[config.mk]
export PLATFORM = sky130hd
export DESIGN_NAME = zov5640_sccb_slave
export DESIGN_NICKNAME = d
export VERILOG_FILES = /design/src/rtl/zov5640_sccb_slave.sv
export SDC_FILE = /design/constraint.sdc
export NUM_CORES = 1
export LEC_CHECK = 0
export ABC_CLOCK_PERIOD_IN_PS = 2600
export CAP_MARGIN = 0
export CORE_MARGIN = 5
export CORE_UTILIZATION = 40
export CTS_BUF_LIST = sky130_fd_sc_hd__clkbuf_16
export DETAILED_ROUTE_END_ITERATION = 10
export PLACE_DENSITY = 0.67
export SLEW_MARGIN = 20
export SYNTH_ARGS = -nofsm -noshare
export SYNTH_HDL_FRONTEND = slang
export SYNTH_SLANG_ARGS = --single-unit
[constraint.sdc]
create_clock -name iClk -period 2.6 [get_ports iClk]
set_input_delay 0.52 -clock iClk [delete_from_list [all_inputs] [get_ports iClk]]
set_output_delay 0.52 -clock iClk [all_outputs]
set_load 0.05 [all_outputs]
[src/rtl/zov5640_sccb_slave.sv]
// rtl/zov5640_sccb_slave.sv - SCCB target with 16-bit sub-address, 8-bit data and register strobe port
// Decodes start/stop/ID/sub-address/data on synchronised SCL/SDA; drives ACK and read bits open-drain.
module zov5640_sccb_slave #(
  parameter logic [6:0] SLAVE_ID = 7'h3C,
  parameter int         SYNC_STG = 2
) (
  input  logic        iClk,
  input  logic        iRstN,
  input  logic        iEn,
  input  logic        iSCL,
  input  logic        iSDA,
  output logic        oSDA_OE,
  output logic [15:0] oRegAddr,
  output logic        oRegWrEn,
  output logic [7:0]  oRegWrData,
  output logic        oRegRdEn,
  input  logic [7:0]  iRegRdData,
  output logic        oBusy
);

  typedef enum logic [3:0] {
    S_IDLE, S_DEV_ADDR, S_ACK_DEV, S_SUB_HI, S_ACK_HI, S_SUB_LO, S_ACK_LO,
    S_WR_DATA, S_ACK_WR, S_RD_DATA, S_RD_MACK, S_IGNORE
  } state_t;

  logic [SYNC_STG-1:0] scl_sync, sda_sync;
  logic                scl_prev, sda_prev;
  logic                scl, sda;
  logic                scl_rise, scl_fall, start_det, stop_det;

  state_t      state, state_n;
  logic [3:0]  bit_cnt, bit_cnt_n;
  logic [7:0]  shreg, shreg_n;
  logic [7:0]  shift_in;
  logic        rw, rw_n;
  logic [15:0] addr, addr_n;
  logic        oe, oe_n;
  logic        busy, busy_n;
  logic        wr_en, wr_en_n;
  logic [7:0]  wr_data, wr_data_n;
  logic        rd_en, rd_en_n;
  logic        rd_cap, rd_cap_n;
  logic        rd_wait, rd_wait_n;

  always_ff @(posedge iClk) begin
    if (!iRstN) begin
      scl_sync <= '1;
      sda_sync <= '1;
      scl_prev <= 1'b1;
      sda_prev <= 1'b1;
    end else begin
      scl_sync <= {scl_sync[SYNC_STG-2:0], iSCL};
      sda_sync <= {sda_sync[SYNC_STG-2:0], iSDA};
      scl_prev <= scl;
      sda_prev <= sda;
    end
  end

  assign scl       = scl_sync[SYNC_STG-1];
  assign sda       = sda_sync[SYNC_STG-1];
  assign scl_rise  = ~scl_prev & scl;
  assign scl_fall  = scl_prev & ~scl;
  assign start_det = scl & scl_prev & sda_prev & ~sda;
  assign stop_det  = scl & scl_prev & ~sda_prev & sda;
  assign shift_in  = {shreg[6:0], sda};

  always_ff @(posedge iClk) begin
    if (!iRstN) begin
      state   <= S_IDLE;
      bit_cnt <= 4'd0;
      shreg   <= 8'd0;
      rw      <= 1'b0;
      addr    <= 16'd0;
      oe      <= 1'b0;
      busy    <= 1'b0;
      wr_en   <= 1'b0;
      wr_data <= 8'd0;
      rd_en   <= 1'b0;
      rd_cap  <= 1'b0;
      rd_wait <= 1'b0;
    end else begin
      state   <= state_n;
      bit_cnt <= bit_cnt_n;
      shreg   <= shreg_n;
      rw      <= rw_n;
      addr    <= addr_n;
      oe      <= oe_n;
      busy    <= busy_n;
      wr_en   <= wr_en_n;
      wr_data <= wr_data_n;
      rd_en   <= rd_en_n;
      rd_cap  <= rd_cap_n;
      rd_wait <= rd_wait_n;
    end
  end

  always_comb begin
    state_n   = state;
    bit_cnt_n = bit_cnt;
    shreg_n   = shreg;
    rw_n      = rw;
    addr_n    = addr;
    oe_n      = oe;
    busy_n    = busy;
    wr_en_n   = 1'b0;
    wr_data_n = wr_data;
    rd_en_n   = 1'b0;
    rd_cap_n  = rd_en;
    rd_wait_n = rd_wait;

    // Post-write increment lands one cycle after the strobe.
    if (wr_en) addr_n = addr + 16'd1;

    if (!iEn) begin
      state_n   = S_IDLE;
      oe_n      = 1'b0;
      busy_n    = 1'b0;
      bit_cnt_n = 4'd0;
      rd_cap_n  = 1'b0;
      rd_wait_n = 1'b0;
    end else if (start_det) begin
      state_n   = S_DEV_ADDR;
      bit_cnt_n = 4'd0;
      oe_n      = 1'b0;
      busy_n    = 1'b1;
      rd_cap_n  = 1'b0;
      rd_wait_n = 1'b0;
    end else if (stop_det) begin
      state_n   = S_IDLE;
      bit_cnt_n = 4'd0;
      oe_n      = 1'b0;
      busy_n    = 1'b0;
      rd_cap_n  = 1'b0;
      rd_wait_n = 1'b0;
    end else begin
      case (state)
        S_DEV_ADDR, S_SUB_HI, S_SUB_LO, S_WR_DATA: begin
          if (scl_rise && bit_cnt != 4'd8) begin
            shreg_n   = shift_in;
            bit_cnt_n = bit_cnt + 4'd1;
            if (state == S_DEV_ADDR && bit_cnt == 4'd7 && shift_in[7:1] != SLAVE_ID)
              state_n = S_IGNORE;
          end else if (scl_fall && bit_cnt == 4'd8) begin
            bit_cnt_n = 4'd0;
            oe_n      = 1'b1;
            case (state)
              S_DEV_ADDR: begin
                rw_n    = shreg[0];
                state_n = S_ACK_DEV;
              end
              S_SUB_HI: begin
                addr_n[15:8] = shreg;
                state_n      = S_ACK_HI;
              end
              S_SUB_LO: begin
                addr_n[7:0] = shreg;
                state_n     = S_ACK_LO;
              end
              default: begin
                wr_en_n   = 1'b1;
                wr_data_n = shreg;
                state_n   = S_ACK_WR;
              end
            endcase
          end
        end
        S_ACK_DEV: begin
          if (scl_fall) begin
            oe_n      = 1'b0;
            bit_cnt_n = 4'd0;
            if (rw) begin
              state_n   = S_RD_DATA;
              rd_en_n   = 1'b1;
              rd_wait_n = 1'b0;
            end else begin
              state_n = S_SUB_HI;
            end
          end
        end
        S_ACK_HI: if (scl_fall) begin oe_n = 1'b0; state_n = S_SUB_LO; end
        S_ACK_LO: if (scl_fall) begin oe_n = 1'b0; state_n = S_WR_DATA; end
        S_ACK_WR: if (scl_fall) begin oe_n = 1'b0; state_n = S_WR_DATA; end
        S_RD_DATA: begin
          // First byte is loaded while SCL is low after the ACK fall; later bytes wait for the fall.
          if (rd_cap) begin
            shreg_n = iRegRdData;
            if (!rd_wait) oe_n = ~iRegRdData[7];
          end else if (scl_fall) begin
            if (rd_wait) begin
              oe_n      = ~shreg[7];
              rd_wait_n = 1'b0;
              bit_cnt_n = 4'd0;
            end else if (bit_cnt == 4'd7) begin
              oe_n      = 1'b0;
              bit_cnt_n = 4'd0;
              state_n   = S_RD_MACK;
            end else begin
              shreg_n   = {shreg[6:0], 1'b1};
              oe_n      = ~shreg[6];
              bit_cnt_n = bit_cnt + 4'd1;
            end
          end
        end
        S_RD_MACK: begin
          if (scl_rise) begin
            addr_n = addr + 16'd1;
            if (sda) begin
              state_n = S_IGNORE;
            end else begin
              rd_en_n   = 1'b1;
              rd_wait_n = 1'b1;
              bit_cnt_n = 4'd0;
              state_n   = S_RD_DATA;
            end
          end
        end
        default: oe_n = 1'b0;
      endcase
    end
  end

  assign oSDA_OE    = oe;
  assign oRegAddr   = addr;
  assign oRegWrEn   = wr_en;
  assign oRegWrData = wr_data;
  assign oRegRdEn   = rd_en;
  assign oBusy      = busy;

endmodule

==> results of run 1 <==
[report_power, final]
group,internal [mW],switching [mW]
clock network,0.355,0.314
logic,0.0640,0.0847
registers,0.817,0.0122
total,1.24,0.411
[layout by cell type, fill, tap and decap left out, drive strengths merged, types with 5 or more instances in the layout]
cell type	count
mux2i	12
o21ai	15
clkdlybuf4s50	40
o22ai	14
xnor2	10
a211oi	11
or3	5
nor2	40
buf	29
a31oi	9
clkbuf	5
xor2	11
nor4	8
a21oi	27
inv	11
nand2b	11
a311oi	7
nand3	27
nor3	8
nand2	32
o211ai	8
and2	7
nand4	13
dfxtp	53
[registers in the layout, indices dropped and copies added, names as in the netlist]
| name | cells |
|---|---|
| oRegAddr | 16 |
| oRegWrData | 8 |
| shreg | 8 |
| bit_cnt | 4 |
| state | 4 |
| scl_sync | 2 |
| sda_sync | 2 |
| oBusy | 1 |
| oRegRdEn | 1 |
| oRegWrEn | 1 |
| oSDA_OE | 1 |
| rd_cap | 1 |
| rd_wait | 1 |
| rw | 1 |
| scl_prev | 1 |
| sda_prev | 1 |
[routing by layer]
| metal | vias to the layer above | routed length [um] | global-route usage |
|---|---|---|---|
| met5 | - | 0 | 0 |
| met4 | 0 | 352 | 0.0822 |
| met3 | 35 | 1020 | 0.0361 |
| met2 | 219 | 5030 | 0.311 |
| met1 | 1808 | 5010 | 0.278 |
| li1 | 1828 | - | - |
[cells by family (layout without fill, tap and decap cells)]
logic type               Yosys count  count (layout)
AND/OR/NAND/NOR                  186             186
AO/OA/AOI/OAI                    138             138
flip-flops                        53              53
buffers and inverters             50              88
XOR/XNOR                          21              21
multiplexers                      12              12
adder cells (fa/ha/maj)            3               3
[cell type report]
type | count | share of cell area
multi-input cells | 360 | 0.550
flip-flops and latches | 53 | 0.239
repair buffers | 69 | 0.139
well taps | 111 | 0.0312
clock buffers | 5 | 0.0281
inverters | 11 | 0.00928
clock inverters | 3 | 0.00394
[stage by stage]
step	power (mW)	setup WS [ns]	area [um^2]	util
after floorplan	0.943	0.381	3770	-
after global placement	0.992	0.284	4310	0.468
after detailed placement	0.993	0.155	4310	0.468
after CTS	1.65	0.238	4450	0.484
after global routing	1.69	0.0761	4450	0.484
final	1.65	0.212	4450	0.484
[final timing paths]
| kind | start | to | slack [ns] | cells after the start |
|---|---|---|---|---|
| worst max-delay path | state[1]$_SDFFE_PP0P_ | oRegRdEn$_SDFF_PP0_ | 0.21 | 6 |
| worst min-delay path | sda_sync[0]$_SDFF_PN1_ | sda_sync[1]$_SDFF_PN1_ | 0.41 | 1 |
| worst max register to register | state[1]$_SDFFE_PP0P_ | oRegRdEn$_SDFF_PP0_ | 0.21 | 6 |
| worst min register to register | sda_sync[0]$_SDFF_PN1_ | sda_sync[1]$_SDFF_PN1_ | 0.41 | 1 |
[worst max-delay path, delay by kind of cell, from the launching register on]
family	cells	cell delay (ns)
compound gates	1	0.54
buf+inv	3	0.65
flops	1	0.65
simple gates	2	0.49
==> impl_metrics.prom, run 1 <==
# TYPE chip_impl_metric gauge
chip_impl_info{name="status",value="finished clean"} 1
chip_impl_metric{name="synth_nets",unit=""} 479
chip_impl_metric{name="row_count",unit=""} 35
chip_impl_metric{name="routed-via-count",unit=""} 3890
chip_impl_metric{name="grt.overflow.total",unit=""} 0
chip_impl_metric{name="drtAntennaViolNets",unit=""} 0
chip_impl_info{name="crit_slowest_cell",value="dfxtp_1"} 1
chip_impl_metric{name="numPortBuffers",unit=""} 40
chip_impl_metric{name="slew_violations",unit=""} 0
chip_impl_info{name="worst_setup_path_end_kind",value="register"} 1
chip_impl_metric{name="ctsResizeCount",unit=""} 0
chip_impl_metric{name="max_slew_margin",unit=""} 0.570
chip_impl_metric{name="routedWlPerCell",unit="um"} 18.6
chip_impl_info{name="most_used_standard_cells_in_the_synthesized_netlist",value="dfxtp_1, nor2_1, nand2_1, nand3_1, a21oi_1"} 1
chip_impl_metric{name="floorplan_core_area",unit="um^2"} 9200
chip_impl_metric{name="seq_area_frac_synth",unit=""} 0.281
chip_impl_metric{name="synthAdderAreaFrac",unit=""} 0.00995
chip_impl_metric{name="synthToLayoutAreaGrowth",unit="%"} 17.9
chip_impl_metric{name="worst-endpoint-arrival",unit="ns"} 2.62
chip_impl_metric{name="drt-pass1-iter-count",unit=""} 5
chip_impl_metric{name="synth_compound_gate_area_share",unit=""} 0.272
chip_impl_metric{name="detail_route.vias_per_cell",unit=""} 6.36
chip_impl_info{name="cts_tree",value="yes"} 1
chip_impl_metric{name="layout_worst_path_cycle_share",unit=""} 0.918
chip_impl_metric{name="netlist-cell-type-count",unit=""} 83
chip_impl_metric{name="synth_top_area_share",unit=""} 0.281
chip_impl_info{name="combinational_family_with_the_most_area_after_synthesis",value="simple AND/OR/NAND/NOR gates"} 1
chip_impl_metric{name="grt_antenna_before_repair",unit=""} 0
chip_impl_metric{name="grt_pass1_wl",unit="um"} 19000
chip_impl_info{name="most_used_flip_flop_cell_after_synthesis",value="dfxtp_1"} 1
chip_impl_metric{name="timing.fmax",unit="GHz"} 0.419
chip_impl_metric{name="post_cts_buffers",unit=""} 0
chip_impl_metric{name="finalNetCount",unit=""} 516
chip_impl_metric{name="cts_htree_levels",unit=""} 2
chip_impl_metric{name="die_h",unit="um"} 107
chip_impl_metric{name="post_synth_and_or_nand_nor_area_fraction",unit=""} 0.286
chip_impl_metric{name="design.die.area",unit="um^2"} 11500
chip_impl_metric{name="path_clk_slew",unit="ns"} 0.08
chip_impl_metric{name="hpwl",unit="um"} 8450
chip_impl_metric{name="maximum_number_of_pins_on_one_net_before_global_route_repair",unit=""} 25
chip_impl_metric{name="remaining_drc_errors",unit=""} 0
chip_impl_metric{name="async_flop_share",unit=""} 0
chip_impl_metric{name="timing.setup.tns",unit="ns"} 0
chip_impl_metric{name="fin_worst_hold_slack",unit="ns"} 0.412
chip_impl_metric{name="cts-root-to-sink-buffers",unit=""} 2
chip_impl_metric{name="io_pins",unit=""} 41
chip_impl_metric{name="setup_viol",unit=""} 0
chip_impl_metric{name="detailedRoute.firstIterationViolations",unit=""} 615
chip_impl_metric{name="antenna_cells",unit=""} 0
chip_impl_metric{name="layout.cells.non_filler",unit=""} 612
chip_impl_metric{name="die_x",unit="um"} 107
chip_impl_metric{name="seq_area",unit="um^2"} 1060
chip_impl_metric{name="cts_made_buffers",unit=""} 5
chip_impl_metric{name="syn_inst",unit=""} 463
chip_impl_metric{name="cts_hold_buffers",unit=""} 0
chip_impl_metric{name="p_leak",unit="nW"} 1.42
chip_impl_metric{name="finalHoldViolations",unit=""} 0
chip_impl_metric{name="vias_in_the_first_global_route",unit=""} 3773
chip_impl_metric{name="synth_area",unit="um^2"} 3770
chip_impl_metric{name="synth_edf_count",unit=""} 0
chip_impl_info{name="cts.root.buffer_cell",value="clkbuf_16"} 1
chip_impl_metric{name="crit_path_max_incr_delay",unit="ns"} 0.65
chip_impl_metric{name="maximum_capacitance_violations",unit=""} 0
chip_impl_metric{name="powerDensity",unit="nW/um^2"} 370
chip_impl_metric{name="clock_network_latency_to_the_later_pin_of_the_worst_skew_pair",unit="ns"} 0.29
chip_impl_metric{name="synth.yosys.warnings",unit=""} 0
chip_impl_metric{name="count_of_state_elements_after_synthesis",unit=""} 53
chip_impl_info{name="rsz0062_at_grt",value="false"} 1
chip_impl_metric{name="multi_input_comb_area",unit="um^2"} 2450
chip_impl_info{name="start_kind",value="register"} 1
chip_impl_info{name="post_synth_main_area_contributors",value="dfxtp_1, nor2_1, nand3_1"} 1
chip_impl_metric{name="worst_clock_skew",unit="ns"} 0.00783
chip_impl_metric{name="wl",unit="um"} 11400
chip_impl_info{name="yosys.cell_count.top_type",value="dfxtp_1"} 1
chip_impl_metric{name="vdd_drop_max",unit="mV"} 0.321
chip_impl_metric{name="clock-sinks",unit=""} 53
chip_impl_metric{name="timing.critical_path.fanout_max",unit=""} 18
chip_impl_info{name="hold_path_class",value="register to register"} 1
chip_impl_metric{name="global_route.usage.total",unit=""} 0.202
chip_impl_metric{name="yosys.area_share.xor_xnor",unit=""} 0.0488
chip_impl_metric{name="gp_congestion",unit=""} 0.931
chip_impl_metric{name="worst_slew_pin_slew",unit="ns"} 0.645
chip_impl_metric{name="syn_avg_cell_area",unit="um^2"} 8.14
chip_impl_metric{name="floorplan.initialDensity",unit=""} 0.410
chip_impl_info{name="critical_path.cell_chain",value="buf_4, nand4bb_1, buf_4, or3_1, a2111oi_0, buf_4"} 1
chip_impl_info{name="crit_path_frequent_cell",value="buf_4"} 1
chip_impl_metric{name="layout_cell_share_with_drive_strength_beyond_1",unit=""} 0.124
chip_impl_metric{name="nFillCells",unit=""} 900
chip_impl_metric{name="cp_data_required_time",unit="ns"} 2.84
chip_impl_metric{name="finalCriticalPeriod",unit="ns"} 2.39
chip_impl_metric{name="synth.area.mux_share",unit=""} 0.0319
chip_impl_info{name="yosys.area.top_type",value="dfxtp_1"} 1
chip_impl_info{name="setup.worst_path.class",value="register to register"} 1
chip_impl_metric{name="place.detailed.instances",unit=""} 604
Power figures use the tool's default switching activity.
==> run 2: changes to the inputs <==
--- a/config.mk
+++ b/config.mk
@@ -5,8 +5,8 @@
 export SDC_FILE = /design/constraint.sdc
 export NUM_CORES = 1
 export LEC_CHECK = 0
-export ABC_CLOCK_PERIOD_IN_PS = 2600
 export CAP_MARGIN = 0
+export CORE_ASPECT_RATIO = 0.6
 export CORE_MARGIN = 5
 export CORE_UTILIZATION = 40
 export CTS_BUF_LIST = sky130_fd_sc_hd__clkbuf_16
==> run 2 against run 1 <==
  * First-iteration DRC count decreased by 16%
  * Critical path depth increased by 1
  * Die area increased by 0.56%
  * Utilization increased by 1.3 points
  * Power increased by 8.3%
  * Flip-flop and latch count unchanged
  * Via count increased by 0.49%
  * Highest routed layer unchanged
  * Clock power increased by 19%
  * Final cell count increased by 4.4%
  * Largest cell class unchanged
==> impl_metrics.prom, run 2 (same netlist as run 1, synthesis figures left out) <==
# TYPE chip_impl_metric gauge
chip_impl_metric{name="floorplan_core_area",unit="um^2"} 9190
chip_impl_metric{name="worst_slew_pin_slew",unit="ns"} 0.568
chip_impl_info{name="cts.root.buffer_cell",value="clkbuf_16"} 1
chip_impl_info{name="critPathTopFamily",value="simple AND/OR/NAND/NOR gates"} 1
chip_impl_metric{name="remaining_drc_errors",unit=""} 0
chip_impl_metric{name="vias_in_the_first_global_route",unit=""} 3734
chip_impl_info{name="hold_path_class",value="register to register"} 1
chip_impl_metric{name="layout_worst_path_cycle_share",unit=""} 0.886
chip_impl_metric{name="layout.cells.non_filler",unit=""} 639
chip_impl_metric{name="finalHoldViolations",unit=""} 0
chip_impl_info{name="start_kind",value="register"} 1
chip_impl_metric{name="largest_register_ff_count",unit=""} 16
chip_impl_metric{name="worst_clock_skew",unit="ns"} 0.0100
chip_impl_metric{name="fin_total_pwr",unit="mW"} 1.78
chip_impl_metric{name="layout_cell_share_with_drive_strength_beyond_1",unit=""} 0.141
chip_impl_metric{name="finalCriticalPeriod",unit="ns"} 2.30
chip_impl_metric{name="io_pins",unit=""} 41
chip_impl_metric{name="detail_route.vias_per_cell",unit=""} 6.12
chip_impl_metric{name="worst-path-buf-inv",unit=""} 2
chip_impl_metric{name="floorplan.initialDensity",unit=""} 0.410
chip_impl_metric{name="cts_made_buffers",unit=""} 5
chip_impl_metric{name="row_count",unit=""} 27
chip_impl_metric{name="p_leak",unit="nW"} 1.48
chip_impl_metric{name="place.detailed.instances",unit=""} 631
chip_impl_metric{name="setup_viol",unit=""} 0
chip_impl_info{name="cts_tree",value="yes"} 1
chip_impl_metric{name="detailedRoute.firstIterationViolations",unit=""} 517
chip_impl_metric{name="clock-sinks",unit=""} 53
chip_impl_metric{name="global_route.usage.total",unit=""} 0.213
chip_impl_metric{name="drt-pass1-iter-count",unit=""} 5
chip_impl_metric{name="maximum_capacitance_violations",unit=""} 0
chip_impl_metric{name="synthToLayoutAreaGrowth",unit="%"} 21.0
chip_impl_metric{name="grt.overflow.total",unit=""} 0
chip_impl_metric{name="timing.critical_path.fanout_max",unit=""} 13
chip_impl_metric{name="vdd_drop_max",unit="mV"} 0.263
chip_impl_info{name="crit_slowest_cell",value="or4bb_4"} 1
chip_impl_metric{name="cp_data_required_time",unit="ns"} 2.80
chip_impl_metric{name="post_cts_buffers",unit=""} 0
chip_impl_metric{name="cts-root-to-sink-buffers",unit=""} 2
chip_impl_metric{name="routedWlPerCell",unit="um"} 19.3
chip_impl_metric{name="max_slew_margin",unit=""} 0.619
chip_impl_metric{name="clock_network_latency_to_the_later_pin_of_the_worst_skew_pair",unit="ns"} 0.30
chip_impl_metric{name="worst-endpoint-arrival",unit="ns"} 2.50
chip_impl_metric{name="powerDensity",unit="nW/um^2"} 391
chip_impl_metric{name="design.die.area",unit="um^2"} 11500
chip_impl_info{name="rsz0062_at_grt",value="false"} 1
chip_impl_metric{name="drtAntennaViolNets",unit=""} 0
chip_impl_metric{name="timing.setup.tns",unit="ns"} 0
chip_impl_info{name="critical_path.cell_chain",value="buf_4, or4bb_4, o22ai_2, a211oi_1, buf_4, and2_1, o221a_2"} 1
chip_impl_metric{name="grt_antenna_before_repair",unit=""} 0
chip_impl_metric{name="cts_htree_levels",unit=""} 2
chip_impl_metric{name="crit_path_max_incr_delay",unit="ns"} 0.59
chip_impl_metric{name="finalNetCount",unit=""} 524
chip_impl_info{name="worst_setup_path_end_kind",value="register"} 1
chip_impl_metric{name="wl",unit="um"} 12300
chip_impl_metric{name="die_h",unit="um"} 85.2
chip_impl_metric{name="hpwl",unit="um"} 9350
chip_impl_info{name="setup.worst_path.class",value="register to register"} 1
chip_impl_metric{name="grt_pass1_wl",unit="um"} 19700
chip_impl_metric{name="antenna_cells",unit=""} 0
chip_impl_metric{name="core_occupancy_in_the_finished_layout",unit=""} 0.496
chip_impl_metric{name="timing.fmax",unit="GHz"} 0.434
chip_impl_info{name="leading_cell_types_in_the_layout_fill_and_taps_excluded",value="dfxtp_1, nor2_1, clkdlybuf4s50_1"} 1
chip_impl_metric{name="slew_violations",unit=""} 0
chip_impl_metric{name="numPortBuffers",unit=""} 40
chip_impl_info{name="final_common_cell",value="dfxtp_1"} 1
chip_impl_metric{name="die_x",unit="um"} 135
chip_impl_info{name="crit_path_frequent_cell",value="buf_4"} 1
chip_impl_metric{name="maximum_number_of_pins_on_one_net_before_global_route_repair",unit=""} 26
chip_impl_metric{name="path_clk_slew",unit="ns"} 0.08
chip_impl_metric{name="ctsResizeCount",unit=""} 0
chip_impl_metric{name="routed-via-count",unit=""} 3909
chip_impl_metric{name="cts_hold_buffers",unit=""} 0
chip_impl_info{name="status",value="finished clean"} 1
chip_impl_metric{name="fin_worst_hold_slack",unit="ns"} 0.410
chip_impl_metric{name="gp_congestion",unit=""} 0.986
==> run 2: changes by cell type in the layout (fill, tap and decap cells not counted) <==
cell,delta
bufinv_16,+1
buf_4,+9
clkinv_1,-1
inv_8,+1
clkinv_2,-1
clkdlybuf4s50_1,-1
==> run 2: per-stage QoR <==
stage          worst slack [ns]  area, um^2
6_report                  0.296        4560
5_1_grt                   0.215        4560
4_1_cts                   0.328        4560
3_5_place_dp              0.261        4390
3_3_place_gp              0.284        4390
2_1_floorplan             0.381        3770
==> run 2: worst reg2reg max path: cells and delay by family (launching register included) <==
kind | cells | cell delay, ns
AO/OA/AOI/OAI | 3 | 0.60
AND/OR/NAND/NOR | 2 | 0.77
buffers and inverters | 2 | 0.41
flip-flops | 1 | 0.43
==> run 2: cell type report <==
class,count,area (um^2)
multi-input cells,360,2450
repair buffers,77,676
flip-flops and latches,53,1060
clock buffers,5,125
fillers,911,4630
well taps,130,163
inverters,11,41.3
clock inverters,3,50.0
==> run 2: power breakdown <==
group / internal, mW / leakage [nW] / total (mW) / switching [mW]
Combinational: 0.0696 / 0.962 / 0.161 / 0.0913
Clock: 0.464 / 0.0859 / 0.797 / 0.333
Sequential: 0.817 / 0.428 / 0.826 / 0.00944
==> run 2: worst paths after layout <==
kind | slack (ns) | end | from | cells after the start
max reg2reg | 0.30 | state[0]$_SDFFE_PN0P_ | state[1]$_SDFFE_PP0P_ | 7
min | 0.41 | scl_sync[1]$_SDFF_PN1_ | scl_sync[0]$_SDFF_PN1_ | 1
max | 0.30 | state[0]$_SDFFE_PN0P_ | state[1]$_SDFFE_PP0P_ | 7
min reg2reg | 0.41 | scl_sync[1]$_SDFF_PN1_ | scl_sync[0]$_SDFF_PN1_ | 1
==> run 2: metal layers <==
| metal | track usage | share of wire |
|---|---|---|
| met2 | 0.297 | 0.39 |
| met5 | 0 | 0 |
| met4 | 0.0421 | 0.014 |
| met1 | 0.327 | 0.49 |
| met3 | 0.0539 | 0.11 |
==> run 3: changes to the inputs <==
--- a/config.mk
+++ b/config.mk
@@ -7,7 +7,7 @@
 export LEC_CHECK = 0
 export CAP_MARGIN = 0
 export CORE_ASPECT_RATIO = 0.6
-export CORE_MARGIN = 5
+export CORE_MARGIN = 2
 export CORE_UTILIZATION = 40
 export CTS_BUF_LIST = sky130_fd_sc_hd__clkbuf_16
 export DETAILED_ROUTE_END_ITERATION = 10
==> run 3 against run 2 <==
  * Sequential power is essentially flat
  * Worst setup slack lost 0.25 ns
  * Flip-flop and latch count is the same
  * Non-clock buffer count shrank 2
  * Combinational power is essentially flat
  * Clock-buffer cell count is the same
  * Design area shrank 0.30%
  * Critical path type unchanged
  * Highest routed layer unchanged
==> impl_metrics.prom, run 3 (same netlist as run 1, synthesis figures left out) <==
# TYPE chip_impl_metric gauge
chip_impl_info{name="status",value="finished clean"} 1
chip_impl_metric{name="path_clk_slew",unit="ns"} 0.08
chip_impl_metric{name="setup_viol",unit=""} 0
chip_impl_info{name="worst_setup_path_end_kind",value="register"} 1
chip_impl_metric{name="hpwl",unit="um"} 9340
chip_impl_metric{name="slew_violations",unit=""} 0
chip_impl_metric{name="die_h",unit="um"} 79.2
chip_impl_metric{name="max_slew_margin",unit=""} 0.359
chip_impl_info{name="cts_tree",value="yes"} 1
chip_impl_metric{name="layout_cell_share_with_drive_strength_beyond_1",unit=""} 0.136
chip_impl_metric{name="post_cts_buffers",unit=""} 0
chip_impl_metric{name="detailedRoute.firstIterationViolations",unit=""} 507
chip_impl_info{name="timing.rr.start",value="state[1]$_SDFFE_PP0P_"} 1
chip_impl_metric{name="count_of_cells_along_the_worst_register_to_register_path",unit=""} 5
chip_impl_metric{name="core_occupancy_in_the_finished_layout",unit=""} 0.497
chip_impl_info{name="hold-path-endpoint",value="scl_sync[1]$_SDFF_PN1_"} 1
chip_impl_metric{name="routedWlPerCell",unit="um"} 19.6
chip_impl_metric{name="detail_route.vias_per_cell",unit=""} 6.30
chip_impl_metric{name="layout.cells.non_filler",unit=""} 636
chip_impl_metric{name="grt_antenna_before_repair",unit=""} 0
chip_impl_metric{name="numPortBuffers",unit=""} 40
chip_impl_metric{name="clock_network_latency_to_the_later_pin_of_the_worst_skew_pair",unit="ns"} 0.31
chip_impl_metric{name="cts_made_buffers",unit=""} 5
chip_impl_metric{name="gp_congestion",unit=""} 0.908
chip_impl_metric{name="timing.critical_path.fanout_max",unit=""} 19
chip_impl_metric{name="cts_htree_levels",unit=""} 2
chip_impl_metric{name="switching_part_of_the_total",unit=""} 0.249
chip_impl_metric{name="sequentialPowerShare",unit=""} 0.465
chip_impl_info{name="leading_cell_types_in_the_layout_fill_and_taps_excluded",value="dfxtp_1, nor2_1, clkdlybuf4s50_1"} 1
chip_impl_metric{name="drt-pass1-iter-count",unit=""} 6
chip_impl_metric{name="row_count",unit=""} 27
chip_impl_metric{name="vias_in_the_first_global_route",unit=""} 3553
chip_impl_metric{name="worst-endpoint-arrival",unit="ns"} 2.79
chip_impl_info{name="regToRegEndpoint",value="oRegRdEn$_SDFF_PP0_"} 1
chip_impl_metric{name="floorplan_core_area",unit="um^2"} 9160
chip_impl_metric{name="powerDensity",unit="nW/um^2"} 392
chip_impl_info{name="cts.root.buffer_cell",value="clkbuf_16"} 1
chip_impl_metric{name="grt_pass1_wl",unit="um"} 19400
chip_impl_info{name="start_kind",value="register"} 1
chip_impl_info{name="hp-start",value="scl_sync[0]$_SDFF_PN1_"} 1
chip_impl_metric{name="maximum_capacitance_violations",unit=""} 0
chip_impl_metric{name="global_route.usage.total",unit=""} 0.242
chip_impl_metric{name="design.die.area",unit="um^2"} 10200
chip_impl_metric{name="vdd_drop_max",unit="mV"} 0.286
chip_impl_metric{name="internal_power",unit="mW"} 1.34
chip_impl_metric{name="worst_clock_skew",unit="ns"} 0.0140
chip_impl_metric{name="finalHoldViolations",unit=""} 0
chip_impl_metric{name="timing.setup.tns",unit="ns"} 0
chip_impl_metric{name="reg2reg_setup_slack",unit="ns"} 0.05
chip_impl_metric{name="cts-root-to-sink-buffers",unit=""} 2
chip_impl_metric{name="grt.overflow.total",unit=""} 0
chip_impl_metric{name="largest_register_ff_count",unit=""} 16
chip_impl_metric{name="floorplan.initialDensity",unit=""} 0.412
chip_impl_metric{name="worst_slew_pin_slew",unit="ns"} 0.938
chip_impl_metric{name="layout_worst_path_cycle_share",unit=""} 0.981
chip_impl_metric{name="final_design_area_no_fill",unit="um^2"} 4550
chip_impl_metric{name="clock-sinks",unit=""} 53
chip_impl_info{name="rsz0062_at_grt",value="false"} 1
chip_impl_info{name="final_common_cell",value="dfxtp_1"} 1
chip_impl_metric{name="die_x",unit="um"} 129
chip_impl_metric{name="seq_area",unit="um^2"} 1060
chip_impl_info{name="setup.worst_path.class",value="register to register"} 1
chip_impl_metric{name="place.detailed.instances",unit=""} 629
chip_impl_metric{name="timing.fmax",unit="GHz"} 0.392
chip_impl_metric{name="drtAntennaViolNets",unit=""} 0
chip_impl_metric{name="io_pins",unit=""} 41
chip_impl_metric{name="cp_data_required_time",unit="ns"} 2.84
chip_impl_metric{name="combPwrFrac",unit=""} 0.089
chip_impl_metric{name="placed_area",unit="um^2"} 4380
chip_impl_metric{name="finalCriticalPeriod",unit="ns"} 2.55
chip_impl_metric{name="multi_input_comb_area",unit="um^2"} 2450
chip_impl_metric{name="synthToLayoutAreaGrowth",unit="%"} 20.6
chip_impl_metric{name="p_leak",unit="nW"} 1.46
chip_impl_metric{name="remaining_drc_errors",unit=""} 0
chip_impl_info{name="hold_path_class",value="register to register"} 1
chip_impl_metric{name="finalNetCount",unit=""} 522
chip_impl_metric{name="maximum_number_of_pins_on_one_net_before_global_route_repair",unit=""} 20
chip_impl_metric{name="antenna_cells",unit=""} 0
chip_impl_metric{name="power.clock.fraction",unit=""} 0.446
chip_impl_metric{name="wl",unit="um"} 12500
chip_impl_metric{name="nFillCells",unit=""} 902
chip_impl_metric{name="hold_depth",unit=""} 1
chip_impl_metric{name="ctsResizeCount",unit=""} 0
chip_impl_metric{name="switchingPower",unit="uW"} 443
chip_impl_metric{name="routed-via-count",unit=""} 4004
chip_impl_metric{name="cts_hold_buffers",unit=""} 0
run 3: cell types whose count changed in the layout (fill, tap and decap cells not counted):
cell | previous run | this run
inv_8 | 1 | 0
buf_12 | 0 | 1
clkinv_4 | 1 | 0
inv_6 | 0 | 1
buf_4 | 38 | 35
run 3: metal layers:
layer	routed length (um)	global-route usage	vias up
li1	-	-	1839
met1	5940	0.368	1904
met2	4860	0.333	242
met3	1570	0.0667	19
met4	128	0.0554	0
met5	0	0	-
run 3: worst max path at each step:
stage / startpoint / endpoint / slack [ns] / cells past startpoint
2_1_floorplan: oRegAddr[3]$_SDFF_PN0_ / oRegAddr[7]$_SDFF_PN0_ / 0.38 / 8
3_3_place_gp: iRstN / oRegRdEn$_SDFF_PP0_ / -0.06 / 6
3_5_place_dp: iRstN / oRegRdEn$_SDFF_PP0_ / -0.05 / 6
4_1_cts: state[1]$_SDFFE_PP0P_ / oRegRdEn$_SDFF_PP0_ / 0.15 / 5
5_1_grt: state[1]$_SDFFE_PP0P_ / oRegRdEn$_SDFF_PP0_ / 0.05 / 5
6_report: state[1]$_SDFFE_PP0P_ / oRegRdEn$_SDFF_PP0_ / 0.05 / 5
run 3: cell type report:
cell class,count,share of cell area
Clock buffer,5,0.0275
Timing Repair Buffer,75,0.148
Multi-Input combinational cell,360,0.538
Inverter,11,0.00908
Tap cell,130,0.0358
Sequential cell,53,0.233
Clock inverter,2,0.00853
run 3: stage by stage:
step,power (mW),setup WS (ns),hold WS (ns)
6_report,1.78,0.0488,0.413
2_1_floorplan,0.943,0.381,0.386
5_1_grt,1.83,0.0454,0.439
3_3_place_gp,0.997,-0.0643,0.396
3_5_place_dp,1.00,-0.0455,0.400
4_1_cts,1.78,0.153,0.416
run 3: critical path, stage by stage (launching register included):
cell,delay [ns]
dfxtp_1,0.57
buf_12,0.20
nand4bb_1,0.25
or3_1,0.41
a2111oi_0,0.83
buf_4,0.23
run 3: power groups by stage:
stage                     combinational, mW  clock [mW]  sequential [mW]
final                                 0.159       0.794            0.828
after global routing                  0.168       0.831            0.829
after CTS                             0.155       0.801            0.827
after detailed placement              0.154           0            0.846
after global placement                0.151           0            0.846
after floorplan                       0.101           0            0.842
